`src/rtl/uart_tx_arbiter.sv`:
```
// uart_tx_arbiter: round-robin, packet-locking arbiter sharing the uart_tx byte FIFO between requesters
// Ports:
//    clk, rst                               clock and asynchronous active-high reset
//    src_valid, src_data, src_last          per-source byte offer; source i's byte is at src_data[8i+7:8i]
//    src_ready                              one-cycle pulse: source's byte consumed
//    uart_start, uart_data, uart_fifo_ready enqueue strobe, byte and back-pressure of uart_tx
//    grant, busy                            one-hot current owner (zero when idle); arbiter not idle
module uart_tx_arbiter #(
   parameter int NUM_SOURCES  = 2,
   parameter int LOCK_TIMEOUT = 27000
) (
   input  logic                     clk,
   input  logic                     rst,
   input  logic [NUM_SOURCES-1:0]   src_valid,
   input  logic [8*NUM_SOURCES-1:0] src_data,
   input  logic [NUM_SOURCES-1:0]   src_last,
   output logic [NUM_SOURCES-1:0]   src_ready,
   output logic                     uart_start,
   output logic [7:0]               uart_data,
   input  logic                     uart_fifo_ready,
   output logic [NUM_SOURCES-1:0]   grant,
   output logic                     busy
);
   localparam int PW = $clog2(NUM_SOURCES);
   localparam int CW = (LOCK_TIMEOUT > 0) ? $clog2(LOCK_TIMEOUT + 1) : 1;
   typedef enum logic [1:0] {IDLE, LOAD, STROBE, WAIT_READY} state_t;
   state_t state_q, state_d;
   logic [PW-1:0] ptr_q, ptr_d, sel;
   logic [PW:0] idx;
   logic found;
   logic [CW-1:0] cnt_q, cnt_d, cnt_inc;
   logic last_q, last_d, start_q, start_d, busy_q, busy_d;
   logic [7:0] data_q, data_d;
   logic [NUM_SOURCES-1:0] ready_q, ready_d, grant_q, grant_d;
   // first valid requester after ptr, wrapping; idx is one bit wider so ptr+k never overflows before the wrap
   always_comb begin
      sel = ptr_q;
      found = 1'b0;
      idx = '0;
      for (int k = 1; k <= NUM_SOURCES; k++) begin
         idx = {1'b0, ptr_q} + (PW+1)'(k);
         if (idx >= (PW+1)'(NUM_SOURCES)) idx = idx - (PW+1)'(NUM_SOURCES);
         if (!found && src_valid[idx[PW-1:0]]) begin
            found = 1'b1;
            sel = idx[PW-1:0];
         end
      end
   end
   // ptr always holds the current owner while locked, so it doubles as the grant index
   always_comb begin
      state_d = state_q;
      ptr_d = ptr_q;
      grant_d = grant_q;
      cnt_d = cnt_q;
      last_d = last_q;
      data_d = data_q;
      start_d = 1'b0;
      ready_d = '0;
      cnt_inc = (&cnt_q) ? cnt_q : cnt_q + 1'b1;
      case (state_q)
         IDLE: if (found) begin
            grant_d = '0;
            grant_d[sel] = 1'b1;
            ptr_d = sel;
            cnt_d = '0;
            state_d = LOAD;
         end
         LOAD: if (src_valid[ptr_q] && uart_fifo_ready) begin
            data_d = src_data[{ptr_q, 3'b000} +: 8];
            start_d = 1'b1;
            ready_d[ptr_q] = 1'b1;
            last_d = src_last[ptr_q];
            cnt_d = '0;
            state_d = STROBE;
         end else if (!src_valid[ptr_q]) begin
            // only an owner that stops offering data is timed out; FIFO stalls never are
            cnt_d = cnt_inc;
            if (LOCK_TIMEOUT != 0 && cnt_inc == CW'(LOCK_TIMEOUT)) begin
               grant_d = '0;
               cnt_d = '0;
               state_d = IDLE;
            end
         end
         STROBE: state_d = WAIT_READY;
         WAIT_READY: if (uart_fifo_ready) begin
            state_d = last_q ? IDLE : LOAD;
            grant_d = last_q ? '0 : grant_q;
         end
         default: state_d = IDLE;
      endcase
      busy_d = state_d != IDLE;
   end
   always_ff @(posedge clk or posedge rst) begin
      if (rst) begin
         state_q <= IDLE;
         ptr_q <= PW'(NUM_SOURCES - 1);
         grant_q <= '0;
         cnt_q <= '0;
         last_q <= 1'b0;
         data_q <= 8'h00;
         start_q <= 1'b0;
         ready_q <= '0;
         busy_q <= 1'b0;
      end else begin
         state_q <= state_d;
         ptr_q <= ptr_d;
         grant_q <= grant_d;
         cnt_q <= cnt_d;
         last_q <= last_d;
         data_q <= data_d;
         start_q <= start_d;
         ready_q <= ready_d;
         busy_q <= busy_d;
      end
   end
   assign src_ready = ready_q;
   assign uart_start = start_q;
   assign uart_data = data_q;
   assign grant = grant_q;
   assign busy = busy_q;
endmodule

```
`config.mk`:
```
export PLATFORM = sky130hd
export DESIGN_NAME = uart_tx_arbiter
export DESIGN_NICKNAME = d
export VERILOG_FILES = /design/src/rtl/uart_tx_arbiter.sv
export SDC_FILE = /design/constraint.sdc
export NUM_CORES = 1
export LEC_CHECK = 0
export ABC_CLOCK_PERIOD_IN_PS = 5700
export CORE_UTILIZATION = 56
export DETAILED_ROUTE_END_ITERATION = 16
export HOLD_SLACK_MARGIN = 0.02
export PLACE_DENSITY = 0.84
export SLEW_MARGIN = 15
export SYNTH_ARGS = -nofsm -noshare
export SYNTH_HDL_FRONTEND = slang
export SYNTH_SLANG_ARGS = --single-unit
export TNS_END_PERCENT = 10
```
`constraint.sdc`:
```
create_clock -name clk -period 5.7 [get_ports clk]
set_clock_uncertainty 0.1 [all_clocks]
set_input_delay 1.14 -clock clk [delete_from_list [all_inputs] [get_ports clk]]
set_output_delay 1.14 -clock clk [all_outputs]
set_load 0.05 [all_outputs]
```
---- Word-level counts from Yosys, hierarchy flattened ----
Cells that the tools add are included.
word-level totals
  word-level logic and storage cells ...... 90
  input port bits ......................... 23
  flip-flop bits (word level) ............. 33
  output and inout bits ................... 14
cells by class
  $add $sub $neg .......................... 5
  equality and inequality tests ........... 11
  reduce and logical (&&, ||, !) cells .... 14
  muxes and demuxes ....................... 42
  order comparisons ....................... 8
  shift operators ......................... 1
operators by type and width
  cell                     number
  $mux W15                 5
  $pmux W15 S2             1
  $mux W2                  13
  $mux W1                  19
  $shiftx A16 B5 Y8        1
  $add A15 B1 Y15 const B  1
  $eq A15 B15 Y1 const B   1
  $reduce_and A15 Y1       1
  $ne A2 B2 Y1 const B     6
  $lt A1 B2 Y1 const B     4
  $pmux W2 S4              1
  $reduce_and A7 Y1        1
  $pmux W2 S3              1
  $eq A2 B2 Y1 const B     2
  $ge A2 B2 Y1 const B     2
  $logic_and A1 B1 Y1      4
  $reduce_and A2 Y1        2
  $reduce_bool A2 Y1       2
  $ne A3 B3 Y1 const B     1
  $reduce_and A3 Y1        1
  $reduce_bool A3 Y1       1
  $add A1 B1 Y2 const B    1
  $add A1 B2 Y2 const B    1
  $demux W1 S1             2
  5 further kinds          7

---- Depth between registers and ports, before layout ----
  word-level depth ........................ 15
  depth in mapped cells ................... 9
  depth with buffers taken out ............ 8

---- Worst setup path after synthesis ----
No wires, ideal clock.
  path kind ............................... flip-flop to flip-flop
  start ................................... register cnt_q[0]
  end ..................................... register grant_q[1] (netlist: grant[1])
  arrival ................................. 2.395 ns
  cell stages (with the launch flop) ...... 9
  setup slack ............................. 3.079 ns
  clock period less this slack ............ 2.621 ns
  cell sequence ........................... dfrtp_1 -> ha_1 -> nand4_4 -> nor4_4 -> o32ai_1 -> nor4_4 -> nand4_1 -> or2_1 -> a311o_1
on the way
  word-level cells in the longest chain between the ends .. 5
  elaborated cells on any way between the ends .. 6
ends and longest elaborated chain
  item                                                          line  RTL
  from (decl)                                                   31    logic [CW-1:0] cnt_q, cnt_d, cnt_inc;
  from (signal assigned)                                        108   cnt_q <= cnt_d;
  $add A15 B1 Y15 / $reduce_and A15 Y1 (equally long branches)  59    cnt_inc = (&cnt_q) ? cnt_q : cnt_q + 1'b1;
  $mux W15 *                                                    59
  $eq A15 B15 Y1 *                                              78    if (LOCK_TIMEOUT != 0 && cnt_inc == CW'(LOCK_TIMEOUT)) begin
  $ne A2 B2 Y1 (no line) *                                      --
  $reduce_and A7 Y1 (no line) *                                 --
  to (signal assigned)                                          107   grant_q <= grant_d;
  to (decl)                                                     34    logic [NUM_SOURCES-1:0] ready_q, ready_d, grant_q, grant_d;
Mark *: on every way between the ends. The rest lies on a longest branch, timed or not.
A chain may end at the register's enable or synchronous reset.

---- Worst setup path after layout ----
  start ................................... register cnt_q[0]
  end ..................................... register cnt_q[10]
on the way
  word-level cells in the longest chain between the ends .. 7
  elaborated cells on any way between the ends .. 8
ends and longest elaborated chain
  item                                                          line  RTL
  $add A15 B1 Y15 / $reduce_and A15 Y1 (equally long branches)  59
  $mux W15 *                                                    59
  $eq A15 B15 Y1                                                78
  $mux W15 *                                                    78
  $mux W15 *                                                    75    end else if (!src_valid[ptr_q]) begin
  $mux W15 *                                                    68    LOAD: if (src_valid[ptr_q] && uart_fifo_ready) begin
  $pmux W15 S2 *                                                60    case (state_q)
Mark *: on every way between the ends. The rest lies on a longest branch, timed or not. The select of a mux whose other input is x is not followed.

==> results.json <==
{
  "ys_ff_latch": 33,
  "die_h_um": 63.0,
  "fill_cells": 289,
  "drive_gt1_share_pct": 8.78,
  "maxSlewViolCount": 0,
  "gr-total-overflow": 0,
  "synthFlopType": "dfrtp_1",
  "stdcell_count": 308,
  "hp-class": "reg -> reg",
  "gp_congestion": 0.878,
  "final_core_util_pct": 73.3,
  "antenna_left": 0,
  "syn-cell-area_sq_mm": 0.00208,
  "clk_path_buf_depth": 2,
  "worstSetupPathType": "reg -> reg",
  "core_area_sq_mm": 0.00344,
  "end_kind": "flop",
  "avgSynthCellArea_sq_um": 9.06,
  "syn_nets": 254,
  "max_freq_mhz": 316,
  "numCtsBuffers": 5,
  "postCtsSetupBuffers": 0,
  "diodes": 0,
  "synthMuxAreaShare_pct": 5.83,
  "peakVddDrop_mv": 0.330,
  "tns_ps": 0,
  "synth_area_leaders": "dfrtp_1, mux2i_1, nand2_1",
  "hold_viol": 0,
  "via_per_inst": 6.21,
  "ios": 37,
  "tritoncts": "done",
  "grt_pass1_vias": 1801,
  "nets": 285,
  "worstPathArrival_ps": 3280,
  "dr.pass1.iters": 4,
  "leakage_nw": 1.03,
  "rows": 21,
  "setup_viol": 0,
  "p_total_w": 0.00102,
  "yosysMostFrequentCell": "dfrtp_1",
  "grt_pass1_wl_um": 8310,
  "outcome": "complete, no violations",
  "post_drt_wl_per_cell_um": 15.7,
  "hpwl_um": 3410,
  "synth_top_area_share_pct": 38.4,
  "postCtsHoldBufs": 0,
  "period_needed_ps": 3160,
  "cp-start-kind": "flop",
  "rsz0062_at_grt": "no",
  "power.density_mw_per_mm2": 405,
  "synth_compound_area_share_pct": 22.6,
  "grt_use_total_pct": 27.2,
  "route.detailed.drc": 0,
  "synth-xor-area-share_pct": 0,
  "portBuffers": 36,
  "synth_warnings": 0,
  "initial_core_util_pct": 60.5,
  "crit_path_max_fanout": 22,
  "die_width_um": 63.0,
  "antenna_found_initial": 0,
  "ctsRootBufferMaster": "clkbuf_8",
  "slew_headroom_pct": 50.6,
  "grt_max_degree": 34,
  "async_flop_share_pct": 100,
  "wl_um": 4850,
  "htreeDepth": 2,
  "period_share_pct": 55.5,
  "ys_types": 61,
  "synth_simple_gate_area_share_pct": 26.8,
  "synthCells": 230,
  "required_ps": 5820,
  "cts.sinks": 33,
  "synth_edf_count": 0,
  "first_iter_violations": 112,
  "synth_common_cells": "dfrtp_1, nand2_1, nor2_1",
  "yosys.area.top_type": "dfrtp_1",
  "vias": 1913,
  "synthAdderAreaFrac_pct": 0.601,
  "maxCapViolCount": 0,
  "cts_resized": 0,
  "die-area_sq_mm": 0.00397,
  "synth_top_family_by_area": "simple AND/OR/NAND/NOR gates",
  "worstSkewPairLatency_ps": 290,
  "seq_area_frac_synth_pct": 39.7,
  "path_clk_slew_ps": 70,
  "placedCellCount": 300,
  "worst_pin_slew_ps": 739,
  "areaGrowthSynthToFinish_pct": 21.1
}
## layout make-up
| cell class | instances | area [sq um] | share of cell area [%] |
|---|---|---|---|
| Tap cell | 46 | 57.6 | 2.28 |
| Timing Repair Buffer | 37 | 368 | 14.6 |
| Clock buffer | 6 | 72.6 | 2.88 |
| Sequential cell | 33 | 827 | 32.8 |
| Clock inverter | 2 | 10.0 | 0.397 |
| Inverter | 6 | 22.5 | 0.893 |
| Multi-Input combinational cell | 178 | 1160 | 46.2 |
## metrics by stage
| stage | worst slack [ps] | hold slack, ps | instance area [sq um] |
|---|---|---|---|
| 2_1_floorplan | 3080 | 350 | 2080 |
| 3_3_place_gp | 2540 | 360 | 2440 |
| 3_5_place_dp | 2470 | 369 | 2440 |
| 4_1_cts | 2560 | 389 | 2520 |
| 5_1_grt | 2310 | 430 | 2520 |
| 6_report | 2540 | 382 | 2520 |
## final timing paths
kind                                     startpoint                        to  slack (ps)  cells past startpoint
setup / recovery               cnt_q[0]$_DFFE_PP0P_     cnt_q[10]$_DFFE_PP0P_        2540                      8
hold / removal             uart_data[1]$_DFFE_PP0P_  uart_data[1]$_DFFE_PP0P_         380                      2
setup reg to reg               cnt_q[0]$_DFFE_PP0P_     cnt_q[10]$_DFFE_PP0P_        2540                      8
hold reg to reg            uart_data[1]$_DFFE_PP0P_  uart_data[1]$_DFFE_PP0P_         380                      2
max in group asynchronous                       rst         ptr_q$_DFFE_PP1P_        4020                      3
min in group asynchronous                       rst      cnt_q[3]$_DFFE_PP0P_        1140                      3
## report_power, final
part	switching, W	internal (W)	total [W]	leakage, nW
clock	0.0000877	0.0000845	0.000172	0.0450
sequential	0.0000692	0.000297	0.000366	0.432
combinational	0.000309	0.000174	0.000483	0.557
total	0.000466	0.000555	0.00102	1.03
## logic make-up (layout without fill, tap and decap cells)
kind of cell             count (synthesis)  in the layout
AND/OR/NAND/NOR                         97             97
multiplexers                            12             12
buffers and inverters                   19             51
flip-flops                              33             33
AO/OA/AOI/OAI                           68             68
adder cells (fa/ha/maj)                  1              1
## per-layer routing
| layer | routed length (um) | part of all wire (%) | track usage [%] |
|---|---|---|---|
| met5 | 0 | 0 | 0 |
| met1 | 2090 | 43 | 33.8 |
| met2 | 2280 | 47 | 41.8 |
| met3 | 379 | 7.8 | 10.4 |
| met4 | 97 | 2.0 | 11.6 |
## registers in the layout (all words and copies together), names as in the netlist
register / flops
uart_data: 8
state_q: 2
cnt_q: 15
ptr_q: 1
src_ready: 2
last_q: 1
busy: 1
uart_start: 1
grant: 2
## placed cells by master (no fill, tap or decap), types with 2 or more instances in the layout
cell              n
clkdlybuf4s50_1  36
dfrtp_1          32
nand2_1          27
nor2_1           20
o21ai_0          18
a21oi_1          18
nand3_1          12
mux2i_1          11
inv_1             6
nand4_1           6
clkbuf_8          5
a31oi_1           4
nand2b_1          4
and4_1            3
nor3_1            3
and2_1            3
a41oi_1           3
and3_1            2
nor4_4            2
o31ai_1           2
a31o_2            2
nand4b_1          2
nor2b_1           2
clkinv_2          2
## worst max-delay path, stage by stage, from the launching register on
cell and delay [ps]:
dfrtp_1 440, ha_1 400, nand4_4 210, nor4_4 510, and3b_1 270, o221a_4 280, a31oi_4 520, o31ai_1 180
a21oi_1 170
Note: power is estimated with default switching activity, not from simulation.
